===== src/rtl/rr_pkg.sv =====
// Shared state encoding and default sizing for the round-robin grant sequencer.
package rr_pkg;

    typedef enum logic [1:0] {
        IDLE  = 2'd0,
        ARB   = 2'd1,
        GRANT = 2'd2
    } rr_state_t;

    localparam int REQCNT_DEF   = 5;
    localparam int MAXBURST_DEF = 8;
    localparam int TIMEOUT_DEF  = 16;

endpackage


===== src/rtl/rr_onehot_dec.sv =====
// Client index to one-hot decoder; an index past the last client decodes to all zeros.
module rr_onehot_dec
    import rr_pkg::*;
#(
    parameter int REQCNT   = REQCNT_DEF,
    parameter int REQWIDTH = $clog2(REQCNT)
) (
    input  logic [REQWIDTH-1:0] idx,
    input  logic                en,
    output logic [REQCNT-1:0]   onehot
);

    always_comb begin
        onehot = '0;
        for (int i = 0; i < REQCNT; i++) begin
            onehot[i] = en && (idx == REQWIDTH'(i));
        end
    end

endmodule


===== src/rtl/rr_grant_ctrl.sv =====
// Grant sequencer around an external round-robin arbiter: snapshot, one-cycle arbitration, held burst grant.
//
// state | meaning
// IDLE  | no grant; samples req_i and captures a snapshot when any client requests
// ARB   | snapshot presented with arb_val_o for exactly one cycle; arbiter index registered
// GRANT | one-hot grant held until last beat, full burst, request drop or idle timeout
module rr_grant_ctrl
    import rr_pkg::*;
#(
    parameter int REQCNT   = REQCNT_DEF,
    parameter int REQWIDTH = $clog2(REQCNT),
    parameter int MAXBURST = MAXBURST_DEF,
    parameter int TIMEOUT  = TIMEOUT_DEF,
    parameter int CNTW     = $clog2(MAXBURST + 1),
    parameter int TOW      = $clog2(TIMEOUT + 1)
) (
    input  logic                clk_i,
    input  logic                rst_i,
    input  logic [REQCNT-1:0]   req_i,
    output logic [REQCNT-1:0]   arb_req_o,
    output logic                arb_val_o,
    input  logic [REQWIDTH-1:0] arb_num_i,
    output logic [REQCNT-1:0]   gnt_o,
    output logic [REQWIDTH-1:0] gnt_num_o,
    output logic                gnt_val_o,
    input  logic                beat_i,
    input  logic                last_i,
    output logic                timeout_o
);

    rr_state_t           state;
    logic [REQCNT-1:0]   snap;
    logic [REQWIDTH-1:0] gnt_num;
    logic [CNTW-1:0]     beat_cnt;
    logic [TOW-1:0]      to_cnt;

    logic [REQCNT-1:0]   arb_sel;
    logic [REQCNT-1:0]   gnt_oh;
    logic [CNTW-1:0]     beat_nxt;
    logic [TOW-1:0]      to_nxt;
    logic                in_grant;
    logic                arb_ok;
    logic                exit_last;
    logic                exit_burst;
    logic                exit_drop;
    logic                exit_to;
    logic                grant_exit;

    assign in_grant = (state == GRANT);

    // Decoding the arbiter index covers both the range check and the snapshot-bit check.
    rr_onehot_dec #(.REQCNT(REQCNT), .REQWIDTH(REQWIDTH)) u_arb_dec (
        .idx    (arb_num_i),
        .en     (1'b1),
        .onehot (arb_sel)
    );

    rr_onehot_dec #(.REQCNT(REQCNT), .REQWIDTH(REQWIDTH)) u_gnt_dec (
        .idx    (gnt_num),
        .en     (in_grant),
        .onehot (gnt_oh)
    );

    assign arb_ok     = |(snap & arb_sel);
    assign beat_nxt   = beat_cnt + 1'b1;
    assign to_nxt     = to_cnt + 1'b1;

    assign exit_last  = beat_i & last_i;
    assign exit_burst = beat_i & (beat_nxt == CNTW'(MAXBURST));
    assign exit_drop  = ~|(req_i & gnt_oh);
    assign exit_to    = ~beat_i & (to_nxt == TOW'(TIMEOUT));
    assign grant_exit = exit_last | exit_burst | exit_drop | exit_to;

    assign arb_val_o  = (state == ARB);
    assign arb_req_o  = arb_val_o ? snap : '0;
    assign gnt_o      = gnt_oh;
    assign gnt_val_o  = in_grant;
    assign gnt_num_o  = in_grant ? gnt_num : '0;

    always_ff @(posedge clk_i) begin
        if (rst_i) begin
            state     <= IDLE;
            snap      <= '0;
            gnt_num   <= '0;
            beat_cnt  <= '0;
            to_cnt    <= '0;
            timeout_o <= 1'b0;
        end else begin
            timeout_o <= 1'b0;
            case (state)
                IDLE: begin
                    if (|req_i) begin
                        snap  <= req_i;
                        state <= ARB;
                    end
                end
                ARB: begin
                    gnt_num <= arb_num_i;
                    state   <= arb_ok ? GRANT : IDLE;
                end
                GRANT: begin
                    if (grant_exit) begin
                        state     <= IDLE;
                        beat_cnt  <= '0;
                        to_cnt    <= '0;
                        // A request drop in the same cycle wins; the pulse marks a pure timeout only.
                        timeout_o <= exit_to & ~exit_drop;
                    end else if (beat_i) begin
                        beat_cnt <= beat_nxt;
                        to_cnt   <= '0;
                    end else begin
                        to_cnt <= to_nxt;
                    end
                end
                default: state <= IDLE;
            endcase
        end
    end

endmodule


===== config.mk =====
export PLATFORM = sky130hd
export DESIGN_NAME = rr_grant_ctrl
export DESIGN_NICKNAME = d
export VERILOG_FILES = /design/src/rtl/rr_pkg.sv /design/src/rtl/rr_onehot_dec.sv /design/src/rtl/rr_grant_ctrl.sv
export SDC_FILE = /design/constraint.sdc
export NUM_CORES = 1
export LEC_CHECK = 0
export CAP_MARGIN = 15
export CORE_AREA = 5 5 54 56
export DETAILED_ROUTE_END_ITERATION = 8
export DIE_AREA = 0 0 59 61
export GPL_ROUTABILITY_DRIVEN = 0
export HOLD_SLACK_MARGIN = 0.15
export PLACE_DENSITY = 0.81
export SYNTH_ARGS = -nofsm -noshare
export SYNTH_HDL_FRONTEND = slang
export SYNTH_SLANG_ARGS = --single-unit
export TNS_END_PERCENT = 20

===== constraint.sdc =====
create_clock -name clk_i -period 2.4 [get_ports clk_i]
set_input_delay 0.48 -clock clk_i [delete_from_list [all_inputs] [get_ports clk_i]]
set_output_delay 0.48 -clock clk_i [all_outputs]
set_load 0.01 [all_outputs]

**Yosys cells after proc, flatten, opt, wreduce, memory -nomap -nowiden**

Index checks and enable logic that the tools add are counted.

- Add/subtract/negate cells: 2
- Equal/unequal tests: 14
- Muxes and demuxes: 10
- Bitwise operators: 12
- Reductions and logical operators: 17

Operator list:

| cell | count |
|---|---|
| $mux W5 | 3 |
| $reduce_or A5 Y1 | 3 |
| $eq A3 B2 Y1 const B | 4 |
| $and A5 B5 Y5 | 2 |
| $mux W4 | 2 |
| $eq A3 B1 Y1 const B | 2 |
| $eq A3 B3 Y1 const B | 2 |
| $logic_not A3 Y1 | 2 |
| $mux W2 | 3 |
| $pmux W2 S3 | 1 |
| $reduce_and A2 Y1 | 3 |
| $add A5 B1 Y5 const B | 1 |
| $eq A5 B5 Y1 const B | 1 |
| $logic_and A1 B1 Y1 | 5 |
| $add A4 B1 Y4 const B | 1 |
| $and A1 B1 Y1 | 4 |
| $eq A4 B4 Y1 const B | 1 |
| $mux W3 | 1 |
| $not A1 Y1 | 3 |
| $or A1 B1 Y1 | 3 |
| $reduce_or A3 Y1 | 1 |
| $eq A2 B1 Y1 const B | 1 |
| $eq A2 B2 Y1 const B | 1 |
| $logic_not A2 Y1 | 1 |
| 4 further kinds | 4 |

- Bits in registers: 20
- Bits of input ports: 12
- Output and inout port bits: 16
- Word-level logic and storage cells: 61

**Depth between registers and ports, before layout**

Gate-level depths: netlist of run 1.

- Depth after elaboration: 9
- Depth in mapped cells: 6
- Gate-level depth less buffers: 6

**Cells and area by module**

A second synthesis of run 1 with hierarchy kept.

- Cell total of the unflattened synthesis: 133
- Area total of the unflattened synthesis: 1181.1 sq um

Modules (own cells, without submodules):

| module | instances | cells an instance | area an instance (sq um) | seq. area each (sq um) |
|---|---|---|---|---|
| rr_grant_ctrl | 1 | 123 | 1053.5 | 400.4 |
| rr_onehot_dec | 2 | 5 | 63.8 | 0.0 |

**Worst setup path before layout of run 1**

OpenSTA, ideal clock, no wires.

- Path kind: reg-to-reg
- Start point: register gnt_num[1]
- End point: register beat_cnt[0]
- Setup time: 0.129 ns
- Data arrival time: 1.456 ns
- Required time: 2.271 ns
- Setup slack: 0.815 ns
- Stages on the path, launching flop included: 6
- Buffers on the path: 1
- Clock period less this slack: 1.585 ns
- Cells stage by stage: dfxtp_1 > buf_6 > mux2_2 > a221o_2 > a31oi_4 > mux2i_1

- Longest elaborated chain between the ends: 9
- Elaborated cells on any way between the ends: 18
- Classes of those cells: eq/ne (4); mux (1); bitwise (3); reduce/logical (10)

RTL lines:

| what | line | RTL |
|---|---|---|
| from (decl) | rr_grant_ctrl.sv:33 | `logic [REQWIDTH-1:0] gnt_num;` |
| from (signal assigned) | rr_grant_ctrl.sv:98 | `gnt_num <= arb_num_i;` |
| $eq A3 B1 Y1 (tied with other cells) | rr_onehot_dec.sv:16 | `onehot[i] = en && (idx == REQWIDTH'(i));` |
| $logic_and A1 B1 Y1 | rr_onehot_dec.sv:16 |  |
| $and A5 B5 Y5 * | rr_grant_ctrl.sv:70 | `assign exit_drop = ~\|(req_i & gnt_oh);` |
| $reduce_or A5 Y1 * | rr_grant_ctrl.sv:70 |  |
| $logic_not A1 Y1 * | rr_grant_ctrl.sv:70 |  |
| $or A1 B1 Y1 * (2 in a row) | rr_grant_ctrl.sv:72 | `assign grant_exit = exit_last \| exit_burst \| exit_drop \| exit_to;` |
| $reduce_bool A2 Y1 (no source line) | - |  |
| $reduce_and A2 Y1 (no source line) | - |  |
| to (signal assigned) | rr_grant_ctrl.sv:109 | `beat_cnt <= beat_nxt;` |
| to (decl) | rr_grant_ctrl.sv:34 | `logic [CNTW-1:0] beat_cnt;` |

Mark *: on every way between the ends. The rest lies on a longest branch, timed or not.
A chain may end at the register's enable or synchronous reset.

**Worst setup path after layout of run 1**

- Start point: register state[1]
- End point: output port gnt_o[3]

- Longest elaborated chain between the ends: 2

RTL lines:

| what | line | RTL |
|---|---|---|
| from (decl) | rr_grant_ctrl.sv:31 | `rr_state_t state;` |
| from (signal assigned) | rr_grant_ctrl.sv:99 | `state <= arb_ok ? GRANT : IDLE;` |
| $eq A2 B2 Y1 | rr_grant_ctrl.sv:49 | `assign in_grant = (state == GRANT);` |
| $logic_and A1 B1 Y1 | rr_onehot_dec.sv:16 |  |
| to (decl) | rr_grant_ctrl.sv:23 | `output logic [REQCNT-1:0] gnt_o,` |

Every way passes these cells.

==> flow_summary.json, run 1 <==
{
  "layout_min_cycle_time_ns": 2.34,
  "path_delay_family": "simple AND/OR/NAND/NOR gates",
  "dr_total_vias": 1139,
  "crit_path_end_kind": "output pin",
  "cts_resized": 3,
  "syn-instance-count": 137,
  "path_buf_inv": 1,
  "post-route-drc-count": 0,
  "ys_types": 43,
  "grt_remaining_overflow": 0,
  "hold_viol": 0,
  "start_kind": "register",
  "critPathKind": "reg -> out",
  "cts_tree": "built",
  "cp.depth": 4,
  "peakVddDrop_v": 0.000404,
  "path_clk_slew_ns": 0.12,
  "crit_fanout": 9,
  "fin_hold_ws_ns": 0.474,
  "rr_worst_depth": 4,
  "max_cap_violations": 0,
  "dr.pass1.iters": 6,
  "ys_warn_count": 0,
  "cts-htree-levels": 1,
  "max_stage_delay_ns": 0.54,
  "die_w_um": 59,
  "layout_commonest_cell": "clkdlybuf4s50_1",
  "grt_pass1_wl_um": 4660,
  "ant_nets": 0,
  "grt_pass1_vias": 1101,
  "syn_nets": 153,
  "core-area_um2": 2390,
  "pre_cts_ws_ns": 0.218,
  "synth-seq-area-share_pct": 33.8,
  "crit_chain": "nand2b_4 > nor3b_4 > and2_2 > clkdlybuf4s50_1",
  "routedWlPerCell_um": 14.9,
  "hold_path_depth": 2,
  "antenna_found_initial": 0,
  "grtUsageTotal_pct": 16.4,
  "fp.dieH_um": 61,
  "worst_pin_slew_ns": 0.397,
  "crit_slowest_cell": "clkdlybuf4s50_1",
  "rows": 18,
  "avgSynthCellArea_um2": 8.65,
  "initial_utilization_pct": 49.6,
  "ys.flop_type": "dfxtp_1",
  "period_share_pct": 97.7,
  "fin_skew_ns": 0.00237,
  "portBuffers": 27,
  "drt_iter0_markers": 40,
  "cts_max_path_buffers": 2,
  "synth-async-reset-ratio_pct": 0,
  "relSlewSlack_pct": 73.4,
  "ios": 28,
  "leakagePower_uw": 0.000565,
  "hold_class": "reg -> reg",
  "cts.sinks": 20,
  "worstPathArrival_ns": 1.86,
  "fill_cells": 203,
  "power_density_nw_per_um2": 483,
  "dp_hpwl_um": 2200,
  "clk_latency_ns": 0.31,
  "fmax_mhz": 427,
  "routed_wl_um": 2930,
  "layout-drive-gt1-share_pct": 13.8,
  "worst_slack_ns": 0.0556,
  "root_buffer": "clkbuf_4",
  "outcome": "completed",
  "hold_buffers": 0,
  "tns_ns": 0,
  "ys_seq_elements": 20,
  "syn_to_final_growth_pct": 32.1,
  "synth_area_um2": 1180,
  "cts_setup_buffers": 0,
  "vias_per_cell": 5.78,
  "synth_edf_count": 0,
  "final_nets": 184,
  "grt_max_degree": 13,
  "n_antenna_cell": 0,
  "cts_buffers": 3,
  "most-common-layout-cells": "clkdlybuf4s50_1, dfxtp_1, nor2_1, nand2_1",
  "cp.required_ns": 1.92,
  "setup_viol": 0,
  "die_area_um2": 3600,
  "finalMaxSlewViolations": 0
}
==> sequential cells by signal (all words and copies together) (netlist names) <==
| register | cells |
|---|---|
| snap | 5 |
| to_cnt | 5 |
| state | 2 |
| timeout_o | 1 |
| gnt_num | 3 |
| beat_cnt | 4 |
==> metal layers <==
| layer | track usage (%) | routed length (µm) |
|---|---|---|
| met3 | 3.62 | 153 |
| met4 | 6.15 | 28 |
| met2 | 27.1 | 1500 |
| met1 | 20.8 | 1250 |
| met5 | 0 | 0 |
==> Yosys cell counts, types with 2 or more instances <==
cell type / count / share of area, %
nor2_1: 15 / 4.8
mux2i_1: 6 / 5.1
clkbuf_1: 2 / 0.63
nor4b_1: 3 / 2.2
xnor2_1: 2 / 1.5
buf_6: 2 / 1.9
inv_1: 6 / 1.9
and2_1: 7 / 3.7
a21bo_2: 2 / 1.7
a22oi_1: 2 / 1.3
xor2_1: 2 / 1.5
a21oi_1: 7 / 3.0
nand2_1: 12 / 3.8
nor4_1: 2 / 1.1
o21ai_0: 4 / 1.7
nor3_1: 2 / 0.84
dfxtp_1: 20 / 34
nor2b_1: 3 / 1.6
nand2b_1: 3 / 1.6
nand3b_1: 3 / 1.9
ha_1: 4 / 4.2
nand3_1: 5 / 2.1
and2_2: 3 / 1.9
==> stage by stage <==
step                      cells  power (µW)  util, %  area [µm²]
after floorplan             137         422        -        1180
after global placement      193         469     62.2        1490
after detailed placement    193         474     62.2        1490
after CTS                   197         748     65.0        1550
after global routing        197         790     65.6        1570
final                       197         756     65.6        1570
==> worst paths after layout <==
kind,startpoint,to,slack (ns)
worst max register to register,gnt_num[1],beat_cnt[0],0.55
worst min-delay path,to_cnt[4],to_cnt[4],0.47
worst min register to register,to_cnt[4],to_cnt[4],0.47
worst max-delay path,state[1],gnt_o[3],0.06
==> tightest hold or removal path, delay by kind of cell, from the launching register on <==
family / cells / cell delay [ns]
DFF: 1 / 0.34
AOI/OAI and AO/OA: 1 / 0.05
and+or+nand+nor: 1 / 0.05
==> report_power, final <==
group,switching (µW),internal (µW)
sequential,17.8,344
combinational,51.7,58.3
clock,115,169
total,184,572
==> kinds of logic after synthesis <==
family | Yosys count | share of synthesized area, %
xor+xnor | 4 | 2.96
simple gates | 64 | 30.6
buf+inv | 11 | 4.75
flops | 20 | 33.8
fa+ha+maj | 4 | 4.22
compound gates | 27 | 17.6
mux | 7 | 6.02
==> cell type report <==
cell class                      count  area (µm²)  area share [%]
Clock buffer                        3        22.5            1.44
Clock inverter                      1        30.0            1.92
Inverter                            7        26.3            1.68
Multi-Input combinational cell    106         756            48.3
Sequential cell                    20         400            25.6
Tap cell                           30        37.5            2.40
Timing Repair Buffer               30         293            18.7
(Power assumes the default switching activity.)
==> inputs of run 2 (changes only) <==
Settings changed: CORE_AREA 5 5 54 56 to 5 5 69 71, DIE_AREA 0 0 59 61 to 0 0 74 76, PLACE_DENSITY 0.81 to unset.
==> flow_summary.json, run 2 (synthesis results as in run 1) <==
{
  "period_share_pct": 93.4,
  "hold_viol": 0,
  "cts-htree-levels": 1,
  "pre_cts_ws_ns": 0.220,
  "final_nets": 185,
  "start_kind": "register",
  "cts_tree": "built",
  "cts_setup_buffers": 0,
  "portBuffers": 27,
  "cp.required_ns": 1.92,
  "cts_resized": 1,
  "antenna_found_initial": 0,
  "grt_pass1_wl_um": 4840,
  "relSlewSlack_pct": 72.5,
  "die_area_um2": 5620,
  "dr.pass1.iters": 4,
  "drt_iter0_markers": 56,
  "vias_per_cell": 4.91,
  "hold_class": "reg -> reg",
  "critPathKind": "reg -> out",
  "root_buffer": "clkbuf_8",
  "crit_chain": "nand2b_2 > buf_4 > nor4_1 > clkdlybuf4s50_1",
  "leakagePower_uw": 0.000582,
  "ant_nets": 0,
  "dpl_cell_area_um2": 1520,
  "initial_utilization_pct": 28.4,
  "fp.dieH_um": 76,
  "power_density_nw_per_um2": 452,
  "n_antenna_cell": 0,
  "rsz0062_at_grt": "false",
  "seqCellArea_um2": 400,
  "finalMaxSlewViolations": 0,
  "worst_pin_slew_ns": 0.412,
  "crit_path_end_kind": "output pin",
  "worst_slack_ns": 0.158,
  "fmax_mhz": 446,
  "setup_viol": 0,
  "most-common-layout-cells": "clkdlybuf4s50_1, dfxtp_1, nor2_1, nand2_1",
  "clk_latency_ns": 0.26,
  "syn_to_final_growth_pct": 33.8,
  "hold_buffers": 0,
  "fin_hold_ws_ns": 0.477,
  "die_w_um": 74,
  "grt_remaining_overflow": 0,
  "layout_min_cycle_time_ns": 2.24,
  "peakVddDrop_v": 0.000268,
  "outcome": "completed",
  "fill_cells": 418,
  "grtUsageTotal_pct": 10.5,
  "core-area_um2": 4170,
  "max_stage_delay_ns": 0.59,
  "dp.cells": 216,
  "fin_skew_ns": 0.0108,
  "rows": 24,
  "dr_total_vias": 1081,
  "tns_ns": 0,
  "grt_max_degree": 15,
  "cts_buffers": 3,
  "max_cap_violations": 0,
  "multi_input_area_um2": 736,
  "worstPathArrival_ns": 1.76,
  "grt_pass1_vias": 1072,
  "cts.sinks": 20,
  "cts_max_path_buffers": 2,
  "crit_slowest_cell": "clkdlybuf4s50_1",
  "layout-drive-gt1-share_pct": 13.1,
  "path_clk_slew_ns": 0.06,
  "final_cells": 220,
  "routed_wl_um": 2810,
  "top_regs": "snap (5), to_cnt (5), beat_cnt (4)",
  "ios": 28,
  "routedWlPerCell_um": 12.8,
  "crit_fanout": 7,
  "dp_hpwl_um": 2310,
  "layout_commonest_cell": "clkdlybuf4s50_1",
  "finish.instance_area_um2": 1590,
  "post-route-drc-count": 0
}
-- run 2: changes by cell type in the layout (fill, tap and decap cells not counted), sizes merged --
| cell | previous run | this run |
|---|---|---|
| buf | 3 | 4 |
| bufinv | 1 | 0 |
| clkbuf | 3 | 4 |
| clkdlybuf4s50 | 27 | 26 |
| dlymetal6s2s | 0 | 1 |
-- run 2: area by class of cell --
cell class	count	share of cell area, %
Timing Repair Buffer	31	19.1
Inverter	7	1.66
Sequential cell	20	25.3
Clock buffer	4	3.47
Multi-Input combinational cell	106	46.4
Tap cell	52	4.10
-- run 2: per-layer routing --
layer / part of all wire [%] / routed length (µm) / global-route usage [%] / up-vias
met3: 4.1 / 115 / 3.43 / 2
li1: - / - / - / 553
met1: 43 / 1210 / 12.5 / 509
met4: 0.57 / 16 / 1.99 / 0
met5: 0 / 0 / 0 / -
met2: 52 / 1470 / 18.2 / 17
-- run 2: per-stage QoR --
stage	utilization (%)	total power, µW
2_1_floorplan	-	422
5_1_grt	38.0	747
4_1_cts	37.9	725
3_5_place_dp	36.4	474
3_3_place_gp	36.4	472
6_report	38.0	717
-- run 2: critical path, delay by kind of cell, from the launching register on --
kind,cells,cell delay [ns]
AND/OR/NAND/NOR,2,0.43
buffers and inverters,2,0.77
flip-flops,1,0.32
-- run 2: final timing paths --
check / to / startpoint / slack [ns] / depth (start not counted)
setup / recovery: gnt_o[0] / state[0] / 0.16 / 4
hold / removal: snap[0] / snap[0] / 0.48 / 2
setup reg to reg: beat_cnt[1] / to_cnt[0] / 0.58 / 6
hold reg to reg: snap[0] / snap[0] / 0.48 / 2
-- run 2: report_power, final --
part | internal [µW] | total, µW | switching, µW
Combinational | 57.0 | 108 | 50.6
Clock | 146 | 250 | 104
Sequential | 344 | 359 | 15.0
==> inputs of run 3 (changes only) <==
Settings changed: MAX_ROUTING_LAYER set to met4.
Clock period 2.4 ns to 2.6 ns, I/O delays scaled along.
==> flow_summary.json, run 3 (synthesis results as in run 1) <==
{
  "portBuffers": 27,
  "n_antenna_cell": 0,
  "power_uw": 657,
  "layout-drive-gt1-share_pct": 11.9,
  "top_regs": "snap (5), to_cnt (5), beat_cnt (4)",
  "cts_max_path_buffers": 2,
  "worst_pin_slew_ns": 0.386,
  "fmax_mhz": 426,
  "cts_buffers": 3,
  "period_share_pct": 90.2,
  "grtUsageTotal_pct": 10.5,
  "hold_viol": 0,
  "layout_commonest_cell": "clkdlybuf4s50_1",
  "hold_buffers": 0,
  "hold_class": "reg -> reg",
  "setup_viol": 0,
  "root_buffer": "clkbuf_8",
  "cts_setup_buffers": 0,
  "rsz0062_at_grt": "false",
  "cts_tree": "built",
  "ant_nets": 0,
  "max_cap_violations": 0,
  "drt_iter0_markers": 36,
  "initial_utilization_pct": 28.4,
  "peakVddDrop_v": 0.000153,
  "cts_resized": 0,
  "relSlewSlack_pct": 74.1,
  "multi_input_area_um2": 728,
  "power_density_nw_per_um2": 417,
  "post-route-drc-count": 0,
  "routed_wl_um": 2730,
  "most-common-layout-cells": "clkdlybuf4s50_1, dfxtp_1, nor2_1, nand2_1",
  "fp.dieH_um": 76,
  "worst_slack_ns": 0.254,
  "die_w_um": 74,
  "hp-start": "snap[1]",
  "final_nets": 185,
  "dr.pass1.iters": 4,
  "crit_fanout": 7,
  "finalMaxSlewViolations": 0,
  "ff2ff_setup_slack_ns": 0.78,
  "antenna_found_initial": 0,
  "rr_worst_depth": 6,
  "start_kind": "register",
  "clk_latency_ns": 0.25,
  "r2r_start": "to_cnt[0]",
  "grt_pass1_wl_um": 4680,
  "tns_ns": 0,
  "seqCellArea_um2": 400,
  "rows": 24,
  "path_clk_slew_ns": 0.07,
  "layout_min_cycle_time_ns": 2.35,
  "hold_path_depth": 2,
  "pre_cts_ws_ns": 0.380,
  "grt_pass1_vias": 1077,
  "worstPathArrival_ns": 1.83,
  "routedWlPerCell_um": 12.4,
  "cts.sinks": 20,
  "fin_skew_ns": 0.00232,
  "dr_total_vias": 1073,
  "grt_max_degree": 15,
  "die_area_um2": 5620,
  "vias_per_cell": 4.88,
  "grt_remaining_overflow": 0,
  "dp_hpwl_um": 2190,
  "crit_start": "gnt_num[0]",
  "ios": 28,
  "crit_path_end_kind": "output pin",
  "fill_cells": 419,
  "core-area_um2": 4170,
  "cp.required_ns": 2.08,
  "leakagePower_uw": 0.000563,
  "syn_to_final_growth_pct": 32.9,
  "outcome": "completed",
  "critPathKind": "reg -> out",
  "cts-htree-levels": 1
}
[run 3: cell types whose count changed in the layout (fill, tap and decap cells not counted), sizes merged]
cell,change
dlymetal6s2s,-1
clkdlybuf4s50,+1
[run 3: metal layers]
metal / up-vias / GRT usage (%) / part of all wire [%] / wire length (µm)
li1: 548 / - / - / -
met1: 500 / 12.6 / 45 / 1210
met2: 23 / 17.6 / 51 / 1380
met3: 2 / 1.98 / 4.3 / 117
met4: 0 / 3.08 / 0.44 / 12
met5: - / - / 0 / 0
[run 3: path summary, 6_finish.rpt]
check / endpoint
setup reg to reg: beat_cnt[2]
hold / removal: snap[1]
hold reg to reg: snap[1]
setup / recovery: gnt_o[1]
[run 3: final cells by class]
cell class                 instances  area share [%]
multi-input combinational        106            46.2
timing repair buffer              31            19.1
inverter                           7            1.67
sequential                        20            25.4
clock buffer                       4            3.49
tap                               52            4.13
[run 3: report_power, final]
group          leakage [µW]  total [µW]  switching (µW)  internal, µW
Clock             0.0000288         227            92.8           134
Sequential         0.000163         331            13.2           318
Combinational      0.000371        98.7            46.4          52.3
[run 3: stage by stage]
step / hold WS (ns) / utilization, % / instances / area (µm²)
finish: 0.478 / 37.7 / 220 / 1580
global route: 0.504 / 37.7 / 220 / 1580
CTS: 0.485 / 37.7 / 220 / 1580
detailed placement: 0.474 / 36.4 / 216 / 1520
global placement: 0.458 / 36.4 / 216 / 1520
floorplan: 0.439 / - / 137 / 1180
[run 3: critical path, stage by stage (launching register included)]
cell and delay (ns):
dfxtp_1 0.47, nor3b_1 0.38, and2b_2 0.20, clkdlybuf4s50_1 0.53
